$ cat src/rtl/key_conditioner_pkg.sv
// Shared constants for the key conditioner: key bit positions and a
// helper that sizes the debounce counter.
package key_conditioner_pkg;

  localparam int N_BTN      = 7;

  localparam int BTN_RIGHT  = 0;
  localparam int BTN_LEFT   = 1;
  localparam int BTN_JUMP   = 2;
  localparam int BTN_SQUAT  = 3;
  localparam int BTN_ATTACK = 4;
  localparam int BTN_DEFEND = 5;
  localparam int BTN_SELECT = 6;

  // Width of a counter that must reach n-1; never narrower than one bit.
  function automatic int cnt_width(input int n);
    if (n < 2) begin
      return 1;
    end else begin
      return $clog2(n);
    end
  endfunction

endpackage

$ cat src/rtl/key_debounce.sv
// One key: active-low raw input -> 2-flop synchroniser -> debounce counter
// -> stable level, plus a one-cycle flag on the press edge of the stable level.
module key_debounce
  import key_conditioner_pkg::*;
#(
  parameter int DEBOUNCE_CYCLES = 250000
) (
  input  logic clk,
  input  logic rst_n,
  input  logic i_btn_n,
  output logic o_stable,
  output logic o_rise
);

  localparam int              CNT_W    = cnt_width(DEBOUNCE_CYCLES);
  localparam logic [CNT_W-1:0] CNT_LAST = CNT_W'(DEBOUNCE_CYCLES - 1);

  logic             sync1;
  logic             sync2;
  logic             stable;
  logic             rise;
  logic [CNT_W-1:0] cnt;

  // Bring the asynchronous key into the clock domain, inverted to active-high.
  always_ff @(posedge clk) begin
    if (!rst_n) begin
      sync1 <= 1'b0;
      sync2 <= 1'b0;
    end else begin
      sync1 <= ~i_btn_n;
      sync2 <= sync1;
    end
  end

  // Accept a new level only after it has differed from the stable value for
  // DEBOUNCE_CYCLES consecutive samples; any return to equality restarts.
  always_ff @(posedge clk) begin
    if (!rst_n) begin
      stable <= 1'b0;
      rise   <= 1'b0;
      cnt    <= '0;
    end else begin
      rise <= 1'b0;
      if (sync2 == stable) begin
        cnt <= '0;
      end else if (cnt == CNT_LAST) begin
        stable <= sync2;
        rise   <= sync2;
        cnt    <= '0;
      end else begin
        cnt <= cnt + CNT_W'(1);
      end
    end
  end

  assign o_stable = stable;
  assign o_rise   = rise;

endmodule

$ cat src/rtl/key_conditioner.sv
// Key conditioner: turns seven raw, bouncy, active-low board keys into clean
// synchronous game commands. Movement and shield are debounced levels; jump,
// attack and select are single-cycle pulses. Everything except select is
// gated by i_is_gaming in the output register.
//
// Optional build macro KEY_AUTOREPEAT_EN: while attack stays held during
// play, extra attack pulses follow REPEAT_DELAY cycles after the press pulse
// and then every REPEAT_PERIOD cycles. Without the macro there is exactly one
// attack pulse per press and no repeat counter exists.
module key_conditioner
  import key_conditioner_pkg::*;
#(
  parameter int DEBOUNCE_CYCLES = 250000,
  parameter int REPEAT_DELAY    = 25000000,
  parameter int REPEAT_PERIOD   = 10000000
) (
  input  logic             clk,
  input  logic             rst_n,
  input  logic [N_BTN-1:0] i_btn_n,
  input  logic             i_is_gaming,
  output logic             o_right,
  output logic             o_left,
  output logic             o_jump,
  output logic             o_squat,
  output logic             o_attack,
  output logic             o_defend,
  output logic             o_select
);

  logic [N_BTN-1:0] stable;
  logic [N_BTN-1:0] rise;
  logic             rep_fire;

  for (genvar k = 0; k < N_BTN; k++) begin : g_key
    key_debounce #(
      .DEBOUNCE_CYCLES(DEBOUNCE_CYCLES)
    ) u_debounce (
      .clk     (clk),
      .rst_n   (rst_n),
      .i_btn_n (i_btn_n[k]),
      .o_stable(stable[k]),
      .o_rise  (rise[k])
    );
  end

`ifdef KEY_AUTOREPEAT_EN
  localparam int REP_MAX = (REPEAT_DELAY > REPEAT_PERIOD) ? REPEAT_DELAY : REPEAT_PERIOD;
  localparam int REP_W   = $clog2(REP_MAX + 1);

  logic [REP_W-1:0] rep_cnt;
  logic             rep_phase;   // 0: waiting for the first repeat, 1: periodic
  logic             rep_run;

  assign rep_run  = stable[BTN_ATTACK] & i_is_gaming;
  assign rep_fire = rep_run &
                    (rep_phase ? (rep_cnt == REP_W'(REPEAT_PERIOD))
                               : (rep_cnt == REP_W'(REPEAT_DELAY)));

  // Count held-and-playing cycles; restart the period after every repeat
  // pulse and clear on release or when play stops.
  always_ff @(posedge clk) begin
    if (!rst_n) begin
      rep_cnt   <= '0;
      rep_phase <= 1'b0;
    end else if (!rep_run) begin
      rep_cnt   <= '0;
      rep_phase <= 1'b0;
    end else if (rep_fire) begin
      rep_cnt   <= REP_W'(1);
      rep_phase <= 1'b1;
    end else begin
      rep_cnt   <= rep_cnt + REP_W'(1);
      rep_phase <= rep_phase;
    end
  end
`else
  localparam int unused_repeat_cfg = REPEAT_DELAY + REPEAT_PERIOD;
  assign rep_fire = 1'b0;
`endif

  // Stable levels and edges that no command consumes in this build.
  logic unused_key_bits;
  assign unused_key_bits = ^{stable[BTN_JUMP], stable[BTN_SELECT], stable[BTN_ATTACK],
                             rise[BTN_RIGHT], rise[BTN_LEFT], rise[BTN_SQUAT],
                             rise[BTN_DEFEND]};

  // Output register: gating, right/left cancel, squat beats jump.
  always_ff @(posedge clk) begin
    if (!rst_n) begin
      o_right  <= 1'b0;
      o_left   <= 1'b0;
      o_jump   <= 1'b0;
      o_squat  <= 1'b0;
      o_attack <= 1'b0;
      o_defend <= 1'b0;
      o_select <= 1'b0;
    end else begin
      o_right  <= i_is_gaming & stable[BTN_RIGHT] & ~stable[BTN_LEFT];
      o_left   <= i_is_gaming & stable[BTN_LEFT]  & ~stable[BTN_RIGHT];
      o_jump   <= i_is_gaming & rise[BTN_JUMP]    & ~stable[BTN_SQUAT];
      o_squat  <= i_is_gaming & stable[BTN_SQUAT];
      o_attack <= i_is_gaming & (rise[BTN_ATTACK] | rep_fire);
      o_defend <= i_is_gaming & stable[BTN_DEFEND];
      o_select <= rise[BTN_SELECT];
    end
  end

endmodule

$ cat config.mk
export PLATFORM = sky130hd
export DESIGN_NAME = key_conditioner
export DESIGN_NICKNAME = d
export VERILOG_FILES = /design/src/rtl/key_conditioner_pkg.sv /design/src/rtl/key_debounce.sv /design/src/rtl/key_conditioner.sv
export SDC_FILE = /design/constraint.sdc
export NUM_CORES = 1
export LEC_CHECK = 0
export CAP_MARGIN = 20
export CORE_UTILIZATION = 65
export CTS_CLUSTER_DIAMETER = 100
export DETAILED_ROUTE_END_ITERATION = 10
export PLACE_DENSITY_LB_ADDON = 0.3
export SLEW_MARGIN = 40
export SYNTH_ARGS = -nofsm -noshare
export SYNTH_HDL_FRONTEND = slang
export SYNTH_SLANG_ARGS = --single-unit
$ cat constraint.sdc
create_clock -name clk -period 2.9 [get_ports clk]
set_clock_uncertainty 0.05 [all_clocks]
set_input_delay 0.435 -clock clk [delete_from_list [all_inputs] [get_ports clk]]
set_output_delay 0.435 -clock clk [all_outputs]
set_load 0.02 [all_outputs]
==> metrics.md, run 1 <==
| Metric | Value |
|---|---|
| Status | completed |
| Syn Nets | 756 |
| CP Launch Point | g_key[1].u_debounce.cnt[0]$_SDFF_PP0_ |
| Area of the multi-input gates | 3370 um2 |
| Fin Setup TNS | 0 ns |
| Met2 Wirelength | 6.79 mm |
| Final setup vio count | 0 |
| Crit path kind | flop to flop |
| RePlAce Congestion | 0.880 |
| Final instance area | 7570 um2 |
| # nets final | 780 |
| DRT Pass-1 Iters | 5 |
| Crit end category | flop |
| Longest Clk Path Bufs | 2 |
| Worst setup SP type | flop |
| R2R cell count | 5 |
| Worst-path clk slew | 0.06 ns |
| Max-slew violations | 0 |
| Core ar. | 9860 um2 |
| Worst Path Max Fanout | 18 |
| YS warnings | 0 |
| Register area share after synthesis | 47.2% |
| # diodes | 0 |
| Vias/cell | 5.84 |
| Initial antenna violation count | 0 |
| IO buf count | 16 |
| Die width | 103 um |
| Dpl hpwl | 8.79 mm |
| CTS tree | built |
| Setup bufs post-CTS | 0 |
| GR Overflow Total | 0 |
| Vias in the first global route | 5,205 |
| CTS resizes | 0 |
| CP bufs+invs | 0 |
| Netlist Area Pre-Place | 6660 um2 |
| Vias | 5,310 |
| Pleak | 0.00232 uW |
| DR WL/cell | 15.0 um |
| Routed met3 length | 485 um |
| Die Y | 103 um |
| CTS buffer count | 17 |
| First-pass GRT wire length | 22.7 mm |
| FF/Latch Area | 3140 um2 |
| Post-CTS Hold Buffers | 0 |
| Root buf cell | clkbuf_8 |
| Fin. Hold Viols | 0 |
| WHS Path Cells | 2 |
| Critical path arrival | 2.66 ns |
| Rows | 36 |
| DR DRC count | 0 |
| VDD IR max | 0.462 mV |
| Top Layer Used | met4 |
| Delay-heaviest family, CP | simple AND/OR/NAND/NOR gates |
| Post-Syn Area per Cell | 9.01 um2 |
| CP Cell Sequence | ha_1 -> nand3_1 -> or3_1 -> o211ai_2 -> nor2_1 |
| Iteration-0 DRC Markers | 249 |
| Hold WC Path Type | primary input to flop |
| RR Startpoint | g_key[1].u_debounce.cnt[0]$_SDFF_PP0_ |
| PwrDens | 601 nW/um2 |
| R2R Setup Slk | 0.58 ns |
| Worst hold slack | 0.354 ns |
| Final worst path period share | 79.9% |
| Worst-Skew Late Latency | 0.54 ns |
| Worst rel slew slack | 48.9% |
| Die area | 10,600 um2 |
| Fmax | 432 MHz |
| Seq cells post-synth | 157 |
| Num ports | 17 |
| Required time at the endpoint of the critical path | 3.24 ns |
| CP max stage delay | 0.59 ns |
| Largest net degree at the start of global routing | 30 |
| WL met1 | 6.04 mm |
| Routed WL | 13.7 mm |
| CTS H-tree lvls | 4 |
| Tot GR Track Use | 27.7% |
| Antenna Nets Post-Route | 0 |
| RSZ-0062 raised after global routing | false |
| Hold wc startpoint | i_btn_n[4] |
| Fillers | 656 |
| Hold endpoint | g_key[4].u_debounce.sync1$_SDFF_PN0_ |
| Worst R2R End | g_key[1].u_debounce.cnt[3]$_SDFF_PP0_ |
| Cell variety after synth | 40 |
| Placed cell areas | 6940 um2 |
| Area grow syn2layout | 13.7% |
| Clk sink count | 157 |
| Max Cap Viol | 0 |
| Share of layout cells above drive strength 1 | 6.44% |
| Slew of the pin with the lowest slew margin | 0.764 ns |
| Post-layout min period | 2.32 ns |
| Initial Util | 67.5% |
| CP max stage cell | o211ai_2 |
| Cells after synthesis | 739 |
-- power breakdown --
part | internal (uW) | switching, uW | leakage [uW]
clock | 1470 | 851 | 0.000297
sequential | 2170 | 6.92 | 0.00127
combinational | 23.3 | 33.4 | 0.000756
total | 3660 | 892 | 0.00232
-- how the worst max path moves through the flow --
| stage | slack (ns) | cells after the start | endpoint |
|---|---|---|---|
| 3_3_place_gp | 0.74 | 5 | g_key[3].u_debounce.cnt[8]$_SDFF_PP0_ |
| 5_1_grt | 0.41 | 5 | g_key[1].u_debounce.cnt[16]$_SDFF_PP0_ |
| 6_report | 0.58 | 5 | g_key[1].u_debounce.cnt[3]$_SDFF_PP0_ |
| 3_5_place_dp | 0.66 | 5 | g_key[1].u_debounce.cnt[5]$_SDFF_PP0_ |
| 2_1_floorplan | 0.93 | 6 | g_key[3].u_debounce.cnt[13]$_SDFF_PP0_ |
| 4_1_cts | 0.60 | 5 | g_key[1].u_debounce.cnt[5]$_SDFF_PP0_ |
-- sequential cells by signal, indices dropped and copies added (netlist names) --
signal and count:
g_key.u_debounce.sync2 7, o_right 1, o_left 1, o_defend 1, g_key.u_debounce.o_rise 3, o_attack 1, o_squat 1, o_jump 1
g_key.u_debounce.o_stable 7, o_select 1, g_key.u_debounce.cnt 126, g_key.u_debounce.sync1 7
-- cell usage after synthesis --
cell type	count	share of area, %
o21ai_0	7	0.53
o31ai_1	10	1.1
nand3_1	43	3.2
nand4_1	40	3.8
nor4_1	32	3.0
nand3b_1	1	0.11
buf_6	1	0.17
o211ai_2	3	0.56
nand2_1	42	2.4
and3_1	13	1.2
o41ai_4	1	0.41
o211ai_1	1	0.11
xnor2_1	64	8.4
a21oi_1	17	1.3
and2_1	14	1.3
mux2i_1	3	0.45
nand4bb_1	1	0.17
nor3_1	19	1.4
nor4b_1	7	0.92
or2_2	3	0.28
nand2b_1	1	0.094
or4_4	1	0.17
or3_1	7	0.66
o21ai_4	1	0.24
dfxtp_1	157	47
or4b_1	2	0.30
and4_1	7	0.92
nor3b_1	4	0.45
o41ai_2	2	0.49
ha_1	7	1.3
nor2_1	133	7.5
or4_1	15	1.7
xor2_1	40	5.3
o21a_1	2	0.23
nand3_2	1	0.15
or3b_2	3	0.39
inv_1	19	1.1
buf_2	3	0.23
buf_4	1	0.11
clkbuf_1	11	0.62
-- metal layers --
| layer | vias up | GRT usage, % |
|---|---|---|
| met1 | 2511 | 31.1 |
| met3 | 32 | 7.73 |
| met5 | - | 0 |
| met2 | 116 | 48.7 |
| met4 | 0 | 13.4 |
| li1 | 2651 | - |
-- per-stage QoR --
stage          utilization, %  setup slack (ns)  power, uW  cells
6_report                 76.7             0.583       4550    909
3_5_place_dp             70.3             0.660       2280    876
4_1_cts                  76.7             0.603       4570    908
5_1_grt                  76.7             0.409       4680    909
3_3_place_gp             70.3             0.741       2280    876
2_1_floorplan               -             0.930       2250    739
-- final cells by class --
type                            instances  share of cell area [%]
Timing Repair Buffer                   21                    2.61
Multi-Input combinational cell        547                    44.5
Tap cell                              133                    2.20
Sequential cell                       157                    41.5
Clock buffer                           22                    6.12
Inverter                               19                   0.942
Clock inverter                         10                    2.13
-- placed cells by master (no fill, tap or decap), types with 3 or more instances in the layout --
| cell type | count |
|---|---|
| or4_1 | 15 |
| nand3_1 | 43 |
| nor4b_1 | 7 |
| clkbuf_8 | 4 |
| and2_1 | 14 |
| mux2i_1 | 3 |
| clkbuf_16 | 16 |
| clkinvlp_4 | 3 |
| nand2_1 | 42 |
| nand4_1 | 40 |
| xor2_1 | 40 |
| nor3b_1 | 4 |
| or3_1 | 7 |
| bufinv_16 | 4 |
| nor4_1 | 32 |
| buf_4 | 5 |
| ha_1 | 7 |
| o31ai_1 | 10 |
| dfxtp_1 | 157 |
| or3b_2 | 3 |
| inv_1 | 19 |
| xnor2_1 | 64 |
| and4_1 | 7 |
| or2_2 | 3 |
| o211ai_2 | 3 |
| nor3_1 | 19 |
| o21ai_0 | 7 |
| nor2_1 | 133 |
| and3_1 | 13 |
| clkdlybuf4s50_1 | 16 |
| a21oi_1 | 17 |
-- logic make-up (layout without fill, tap and decap cells) --
group	Yosys count	in the layout	share of synthesized area (%)
simple gates	389	389	30.2
flops	157	157	47.2
xor+xnor	104	104	13.7
compound gates	44	44	4.98
buf+inv	35	72	2.20
fa+ha+maj	7	7	1.32
mux	3	3	0.451
-- worst reg2reg max path, stage by stage (launching register included) --
cell,delay (ns)
dfxtp_1,0.42
ha_1,0.23
nand3_1,0.29
or3_1,0.48
o211ai_2,0.59
nor2_1,0.12
Note: power is estimated with default switching activity, not from simulation.
==> run 2: changes to the inputs <==
--- a/config.mk
+++ b/config.mk
@@ -6,7 +6,7 @@
 export NUM_CORES = 1
 export LEC_CHECK = 0
 export CAP_MARGIN = 20
-export CORE_UTILIZATION = 65
+export CORE_UTILIZATION = 55
 export CTS_CLUSTER_DIAMETER = 100
 export DETAILED_ROUTE_END_ITERATION = 10
 export PLACE_DENSITY_LB_ADDON = 0.3
==> constraint.sdc (replaced) <==
create_clock -name clk -period 2 [get_ports clk]
set_clock_uncertainty 0.05 [all_clocks]
set_input_delay 0.3 -clock clk [delete_from_list [all_inputs] [get_ports clk]]
set_output_delay 0.3 -clock clk [all_outputs]
set_load 0.02 [all_outputs]
==> run 2 against run 1 <==
Compared with the run above:
- the run now ends with DRC left
- sequential power up 44%
- total power up 45%
- die area up 18%
- non-clock buffer count up 29
- design area up 3.8%
- sequential cell count unchanged
- largest power group unchanged
- highest routed layer unchanged
==> metrics.md, run 2 (synthesis gave the netlist of run 1 again) <==
| Metric | Value |
|---|---|
| Status | finished, violations left |
| Failing checks | DRC |
| RSZ-0062 raised after global routing | false |
| Vias/cell | 5.57 (-4.6%) |
| Post-layout min period | 1.93 ns (-0.383 ns) |
| Most frequent cells in the layout | dfxtp_1 (156), nor2_1 (132), xnor2_1 (64) |
| Largest net degree at the start of global routing | 26 (-13%) |
| Die Y | 112 um (+8.5%) |
| CTS buffer count | 17 (unchanged) |
| Largest reg by FF count | g_key.u_debounce.cnt |
| Vias in the first global route | 5,133 (-1.4%) |
| Fmax | 517 MHz (+20%) |
| CP max stage delay | 0.53 ns (-0.06 ns) |
| Crit end category | flop |
| DRT Pass-1 Iters | 7 (+2) |
| Tot GR Track Use | 22.7% (-5.0 points) |
| Placed cell areas | 7230 um2 (+4.1%) |
| Share of layout cells above drive strength 1 | 10.4% (+4.0 points) |
| Largest register FFs | 126 (unchanged) |
| CTS H-tree lvls | 4 (unchanged) |
| Delay-heaviest family, CP | simple AND/OR/NAND/NOR gates |
| Worst setup SP type | flop |
| Pleak | 0.00248 uW (+6.7%) |
| # diodes | 0 (unchanged) |
| CP max stage cell | or4_4 |
| Worst rel slew slack | 61.6% (+13 points) |
| DR DRC count | 1 (+1) |
| IO buf count | 16 (unchanged) |
| Worst-Skew Late Latency | 0.42 ns (-0.12 ns) |
| Area grow syn2layout | 18.0% |
| VDD IR max | 0.702 mV (+52%) |
| Rows | 39 (+8.3%) |
| Slew of the pin with the lowest slew margin | 0.567 ns (-0.197 ns) |
| Max Cap Viol | 0 (unchanged) |
| First-pass GRT wire length | 23.0 mm (+1.0%) |
| Post-CTS Hold Buffers | 0 (unchanged) |
| Die area | 12,500 um2 (+18%) |
| DR WL/cell | 14.2 um (-5.8%) |
| Commonest non-fill, non-tap cell in the layout | dfxtp_1 |
| Fin. Hold Viols | 0 (unchanged) |
| RePlAce Congestion | 0.829 (-5.8%) |
| Max-slew violations | 0 (unchanged) |
| Worst Path Max Fanout | 17 (-1) |
| Iteration-0 DRC Markers | 341 (+37%) |
| Longest Clk Path Bufs | 2 (unchanged) |
| Initial Util | 57.3% (-10 points) |
| Routed WL | 13.4 mm (-1.8%) |
| Final setup vio count | 0 (unchanged) |
| Crit path kind | flop to flop |
| CP Cell Sequence | or4b_1 -> or4_4 -> o21ai_4 -> buf_12 -> nor2_1 |
| GR Overflow Total | 0 (unchanged) |
| Post-placement worst setup slack | 0.0958 ns (-0.565 ns) |
| Antenna Nets Post-Route | 0 (unchanged) |
| Final instance area | 7860 um2 (+3.8%) |
| Dpl hpwl | 9.22 mm (+5.0%) |
| Final worst path period share | 96.7% (+17 points) |
| Initial antenna violation count | 0 (unchanged) |
| CTS tree | built |
| Num ports | 17 (unchanged) |
| Core ar. | 11,600 um2 (+18%) |
| Fin Setup TNS | 0 ns (unchanged) |
| CP bufs+invs | 1 (+1) |
| Die width | 112 um (+8.5%) |
| Hold WC Path Type | primary input to flop |
| Final worst setup slack | 0.0666 ns (-0.517 ns) |
| Required time at the endpoint of the critical path | 2.26 ns (-0.98 ns) |
| PwrDens | 839 nW/um2 (+40%) |
| Critical path arrival | 2.20 ns (-0.46 ns) |
| Clk sink count | 157 (unchanged) |
| Vias | 5,284 (-0.49%) |
| Worst-path clk slew | 0.06 ns (about the same) |
| Root buf cell | clkbuf_16 |
| # nets final | 809 (+3.7%) |
==> run 2: cell types whose count changed in the layout (fill, tap and decap cells not counted), moves of 2 or more <==
cell and change:
inv_6 +2, buf_12 +4, clkinv_4 +2, clkbuf_8 -2, buf_4 +25
==> run 2: power breakdown <==
part,leakage [uW],switching (uW),internal (uW)
combinational,0.000916,51.8,47.1
sequential,0.00127,9.82,3140
clock,0.000293,1300,2040
==> run 2: worst paths after layout <==
kind / from / end / slack, ns / cells past startpoint
worst max-delay path: g_key[5].u_debounce.cnt[6]$_SDFF_PP0_ / g_key[5].u_debounce.cnt[9]$_SDFF_PP0_ / 0.07 / 5
worst min-delay path: i_btn_n[1] / g_key[1].u_debounce.sync1$_SDFF_PN0_ / 0.33 / 2
worst max register to register: g_key[5].u_debounce.cnt[6]$_SDFF_PP0_ / g_key[5].u_debounce.cnt[9]$_SDFF_PP0_ / 0.07 / 5
worst min register to register: g_key[5].u_debounce.sync1$_SDFF_PN0_ / g_key[5].u_debounce.sync2$_SDFF_PN0_ / 0.38 / 1
==> run 2: what timing repair did <==
item	in CTS	in global routing
endpoints found under the setup margin	0	9
buffers inserted	0	0
resized for setup	0	4
endpoints found under the hold margin	0	0
==> run 2: cell type report <==
cell class / instances / area (um2)
clock buffers: 20 / 457
clock inverters: 12 / 161
fillers: 886 / 3760
inverters: 19 / 71.3
multi-input cells: 547 / 3380
flip-flops and latches: 157 / 3140
well taps: 143 / 179
repair buffers: 50 / 465
==> run 2: through the flow <==
step | hold WS (ns) | cells | total power, uW | utilization [%]
global placement | 0.366 | 916 | 3320 | 62.2
CTS | 0.313 | 948 | 6640 | 67.5
detailed placement | 0.373 | 916 | 3320 | 62.2
floorplan | 0.317 | 739 | 3270 | -
global route | 0.333 | 948 | 6790 | 67.6
finish | 0.325 | 948 | 6590 | 67.6
==> run 2: layer usage <==
metal,share of wire [%],GRT usage [%],routed length [um]
met1,46,27.7,6230
met2,50,38.4,6660
met3,2.6,5.56,349
met4,1.3,9.60,175
met5,0,0,0
